File: config.mk
export PLATFORM = sky130hd
export DESIGN_NAME = ldpc_enc_ctrl_par
export DESIGN_NICKNAME = d
export VERILOG_FILES = /design/src/rtl/ldpc_enc_ctrl_par.sv
export SDC_FILE = /design/constraint.sdc
export NUM_CORES = 1
export LEC_CHECK = 0
export ABC_AREA = 1
export CAP_MARGIN = 0
export CORE_ASPECT_RATIO = 1.5
export CORE_MARGIN = 2
export CORE_UTILIZATION = 28
export CTS_BUF_LIST = sky130_fd_sc_hd__clkbuf_4 sky130_fd_sc_hd__clkbuf_8
export DETAILED_ROUTE_END_ITERATION = 8
export GPL_TIMING_DRIVEN = 0
export HOLD_SLACK_MARGIN = 0.03
export PLACE_DENSITY = 0.57
export SLEW_MARGIN = 25
export SYNTH_ARGS = -nofsm -noshare
export SYNTH_HDL_FRONTEND = slang
export SYNTH_SLANG_ARGS = --single-unit
export TNS_END_PERCENT = 100
File: constraint.sdc
create_clock -name clk -period 2.55 [get_ports clk]
set_clock_uncertainty 0.05 [all_clocks]
set_input_delay 0.51 -clock clk [delete_from_list [all_inputs] [get_ports clk]]
set_output_delay 0.51 -clock clk [all_outputs]
set_load 0.01 [all_outputs]
File: src/rtl/ldpc_enc_ctrl_par.sv
// LDPC encoder control: sequences message intake, parity hold and parity drain.
// Strobes are Mealy decodes of state and inputs; state, counters and lengths are registered.
module ldpc_enc_ctrl_par #(
    parameter int CNT_W = 8
) (
    input  logic             clk,
    input  logic             rst_n,
    input  logic             start,
    input  logic [CNT_W-1:0] info_beats,
    input  logic [CNT_W-1:0] par_beats,
    input  logic             din_valid,
    output logic             din_ready,
    input  logic             read_parity,
    input  logic             parity_ready,
    output logic             parity_valid,
    input  logic             abort,
    output logic [CNT_W-1:0] rom_addr,
    output logic [CNT_W-1:0] out_addr,
    output logic             en_G,
    output logic             load_g,
    output logic             en_L,
    output logic             en_out,
    output logic             done_encode,
    output logic             busy,
    output logic             rst_c,
    output logic             err_len
);

    typedef enum logic [1:0] {
        S_IDLE,
        S_ENCODE,
        S_HOLD,
        S_OUT
    } state_t;

    state_t           state_q, state_d;
    logic [CNT_W-1:0] rom_addr_q, rom_addr_d;
    logic [CNT_W-1:0] out_addr_q, out_addr_d;
    logic [CNT_W-1:0] info_q, info_d;
    logic [CNT_W-1:0] par_q, par_d;

    logic len_ok;
    logic last_in;
    logic last_out;

    assign len_ok   = (|info_beats) && (|par_beats);
    assign last_in  = (rom_addr_q == info_q - CNT_W'(1));
    assign last_out = (out_addr_q == par_q - CNT_W'(1));

    always_comb begin
        state_d      = state_q;
        rom_addr_d   = rom_addr_q;
        out_addr_d   = out_addr_q;
        info_d       = info_q;
        par_d        = par_q;
        en_G         = 1'b0;
        load_g       = 1'b0;
        en_L         = 1'b0;
        en_out       = 1'b0;
        din_ready    = 1'b0;
        parity_valid = 1'b0;
        done_encode  = 1'b0;
        rst_c        = 1'b1;
        err_len      = 1'b0;

        case (state_q)
            S_IDLE: begin
                if (start && len_ok) begin
                    load_g     = 1'b1;
                    en_G       = 1'b1;
                    info_d     = info_beats;
                    par_d      = par_beats;
                    rom_addr_d = '0;
                    out_addr_d = '0;
                    state_d    = S_ENCODE;
                end else if (start) begin
                    err_len = 1'b1;
                end
            end
            S_ENCODE: begin
                din_ready = 1'b1;
                if (abort) begin
                    rst_c      = 1'b0;
                    rom_addr_d = '0;
                    out_addr_d = '0;
                    state_d    = S_IDLE;
                end else if (din_valid) begin
                    en_L = 1'b1;
                    en_G = 1'b1;
                    if (last_in) begin
                        rom_addr_d = '0;
                        state_d    = S_HOLD;
                    end else begin
                        rom_addr_d = rom_addr_q + CNT_W'(1);
                    end
                end
            end
            S_HOLD: begin
                done_encode = 1'b1;
                if (abort) begin
                    rst_c      = 1'b0;
                    rom_addr_d = '0;
                    out_addr_d = '0;
                    state_d    = S_IDLE;
                end else if (read_parity) begin
                    out_addr_d = '0;
                    state_d    = S_OUT;
                end
            end
            S_OUT: begin
                parity_valid = 1'b1;
                if (abort) begin
                    rst_c      = 1'b0;
                    rom_addr_d = '0;
                    out_addr_d = '0;
                    state_d    = S_IDLE;
                end else if (parity_ready) begin
                    en_out = 1'b1;
                    if (last_out) begin
                        rst_c      = 1'b0;
                        out_addr_d = '0;
                        state_d    = S_IDLE;
                    end else begin
                        out_addr_d = out_addr_q + CNT_W'(1);
                    end
                end
            end
            default: begin
                state_d = S_IDLE;
            end
        endcase

        // Keep IDLE decodes from leaking a strobe while reset is held.
        if (!rst_n) begin
            en_G    = 1'b0;
            load_g  = 1'b0;
            err_len = 1'b0;
        end
    end

    always_ff @(posedge clk or negedge rst_n) begin
        if (!rst_n) begin
            state_q    <= S_IDLE;
            rom_addr_q <= '0;
            out_addr_q <= '0;
            info_q     <= '0;
            par_q      <= '0;
        end else begin
            state_q    <= state_d;
            rom_addr_q <= rom_addr_d;
            out_addr_q <= out_addr_d;
            info_q     <= info_d;
            par_q      <= par_d;
        end
    end

    assign busy     = (state_q != S_IDLE);
    assign rom_addr = rom_addr_q;
    assign out_addr = out_addr_q;

endmodule

==> results.sh <==
export IMPL_run_status="complete, no violations"
export IMPL_clock_sinks=34
export IMPL_insertion_delay_ps=300
export IMPL_synth_cell_type_count=30
export IMPL_dieWidth_um=79.24
export IMPL_p_per_area_mw_per_mm2=994.6
export IMPL_synth_area_mm2=0.002377
export IMPL_rows=41
export IMPL_rsz0062_at_grt="yes"
export IMPL_leakage_nw=1.548
export IMPL_crit_slowest_cell="dfrtp_1"
export IMPL_crit_path_end_kind="output pin"
export IMPL_hold_violations=0
export IMPL_wirelength_mm=6.829
export IMPL_grt_pass1_vias=2353
export IMPL_antenna_found_initial=0
export IMPL_tightestPinTransition_ps=435.0
export IMPL_gr_total_overflow=0
export IMPL_crit_buf_inv=2
export IMPL_cap_violations=0
export IMPL_cp_max_fo=4
export IMPL_cts_hold_buf=0
export IMPL_cp_top_family="simple AND/OR/NAND/NOR gates"
export IMPL_coreArea_mm2=0.008310
export IMPL_dieArea_mm2=0.009259
export IMPL_drc_errors=0
export IMPL_critPathKind="reg -> out"
export IMPL_clockBufferDepth=2
export IMPL_dp_hpwl_mm=5.284
export IMPL_cts_tree="yes"
export IMPL_grt_pass1_wl_mm=11.27
export IMPL_hp_class="in -> async"
export IMPL_h_tree_depth=2
export IMPL_fin_hold_ws_ps=48.65
export IMPL_die_y_um=116.9
export IMPL_fmax_ghz=0.4030
export IMPL_drive_gt1_share_pct=14.81
export IMPL_drt_iter0_drc=146
export IMPL_layout_common_cells="nand2_1, nor2_1, clkdlybuf4s50_1, inv_1, dfrtp_1"
export IMPL_num_io_pins=49
export IMPL_ys_warn_count=0
export IMPL_cts_clk_slew_worst_paths_ps=80
export IMPL_num_vias=2412
export IMPL_synth_area_per_cell_um2=6.891
export IMPL_routedWlPerCell_um=13.16
export IMPL_setup_viol=0
export IMPL_yosysSeqAreaShare_pct=35.79
export IMPL_gp_congestion=0.8311
export IMPL_setup_worst_path_start_class="register"
export IMPL_finalInstanceArea_mm2=0.003252
export IMPL_final_nets=443
export IMPL_vdd_ir_drop_max_uv=362.2
export IMPL_root_buffer="clkbuf_8"
export IMPL_diodes=0
export IMPL_final_common_cell="nand2_1"
export IMPL_fin_tns_setup_ps=0
export IMPL_grt_use_total_pct=15.80
export IMPL_io_buffers=48
export IMPL_dr_pass1_iters=4
export IMPL_worstPathArrival_ps=1920
export IMPL_initial_core_util_pct=28.61
export IMPL_syn_num_nets=377
export IMPL_grt_max_degree=25
export IMPL_cts_buffers=5
export IMPL_ys_seq_elements=34
export IMPL_antenna_left=0
export IMPL_final_max_slew_violation_count=0
export IMPL_avgViaCountPerCell=4.647
export IMPL_period_share_pct=97.31
export IMPL_period_minus_slack_ps=2481
export IMPL_cp_cell_sequence="inv_2, ha_4, nand2_4, nor2_4, nand3_1, nand2_1, nand3_1, nor2_2, nand2_2, o21ai_4, nand2_1, buf_2"
export IMPL_syn2layout_area_growth_pct=36.79
export IMPL_post_dp_cell_area_mm2=0.003007
export IMPL_syn_inst=345
export IMPL_cp_required_ps=1990
export IMPL_maxSlewHeadroom_pct=71.00
export IMPL_slowest_delay_ps=410
-- where the power goes --
group          leakage (nW)  switching, W  internal, W  total, W
sequential            0.446      0.000213     0.000689  0.000903
combinational          1.03       0.00101     0.000710   0.00172
clock                0.0683      0.000218     0.000392  0.000610
-- flip-flops by register name, summed over array words and instances, names as in the netlist --
register and flops:
rom_addr 8, par_q 8, out_addr 8, state_q 2, info_q 8
-- cells in the mapped netlist, drive strengths merged --
| cell | instances | area (um^2) |
|---|---|---|
| a211oi | 1 | 12.51 |
| xnor2 | 6 | 52.55 |
| nand3 | 28 | 145.1 |
| clkbuf | 2 | 8.750 |
| nand2 | 110 | 437.9 |
| dfrtp | 34 | 850.8 |
| nor2 | 55 | 236.5 |
| buf | 1 | 5.000 |
| o22ai | 1 | 6.260 |
| a31o | 1 | 8.760 |
| nand2b | 1 | 6.260 |
| o21ai | 22 | 113.9 |
| a21oi | 6 | 41.29 |
| ha | 9 | 112.6 |
| nor3 | 5 | 25.02 |
| nand3b | 1 | 7.510 |
| and3 | 2 | 12.51 |
| inv | 43 | 161.4 |
| xor2 | 10 | 87.58 |
| a21o | 1 | 7.510 |
| nand4 | 6 | 37.54 |
-- layer usage --
metal | part of all wire [%] | wire length, um | GRT usage [%]
met1 | 41 | 2800 | 17.68
met2 | 53 | 3637 | 29.77
met3 | 4.0 | 274 | 2.301
met4 | 1.7 | 116 | 6.437
met5 | 0 | 0 | 0
-- final cells by class --
| type | instances | area [um^2] |
|---|---|---|
| Buffer | 3 | 20.02 |
| Clock buffer | 5 | 68.82 |
| Clock inverter | 3 | 68.82 |
| Fill cell | 885 | 5059 |
| Inverter | 43 | 161.4 |
| Multi-Input combinational cell | 265 | 1396 |
| Sequential cell | 34 | 850.8 |
| Tap cell | 107 | 133.9 |
| Timing Repair Buffer | 59 | 551.8 |
-- timing repair --
action / in CTS / in global routing
gates resized for setup: 23 / 5
pin swaps: 4 / 5
setup buffers: 9 / 1
setup endpoints to repair: 4 / 4
cloned: 0 / 0
-- final timing paths --
kind                             from     endpoint  slack, ps  depth (start not counted)
max in group asynchronous       rst_n  rom_addr[3]       1940                          2
min in group clk             par_q[7]     par_q[7]        470                          2
setup reg to reg           state_q[0]    info_q[0]        440                          8
hold / removal                  rst_n     par_q[1]         50                          1
setup / recovery             par_q[0]        rst_c         70                         12
hold reg to reg              par_q[7]     par_q[7]        470                          2
-- through the flow --
step	power, W	cells	utilization [%]	setup WS [ps]
after floorplan	0.001997	345	-	486.0
after global placement	0.002464	500	36.00	-1102
after detailed placement	0.002500	501	36.18	-769.8
after CTS	0.003227	518	38.95	20.29
after global routing	0.003525	519	39.13	-76.03
final	0.003234	519	39.13	68.65
-- cell families (layout without fill, tap and decap cells) --
group	after synthesis	after routing	share of synthesized area, %
AOI/OAI and AO/OA	32	32	8.000
xor gates and xnor gates	16	16	5.895
adders and majority gates	9	9	4.737
buffers and inverters	46	113	7.368
DFF	34	34	35.79
and+or+nand+nor	208	208	38.21
Note: power is estimated with default switching activity, not from simulation.
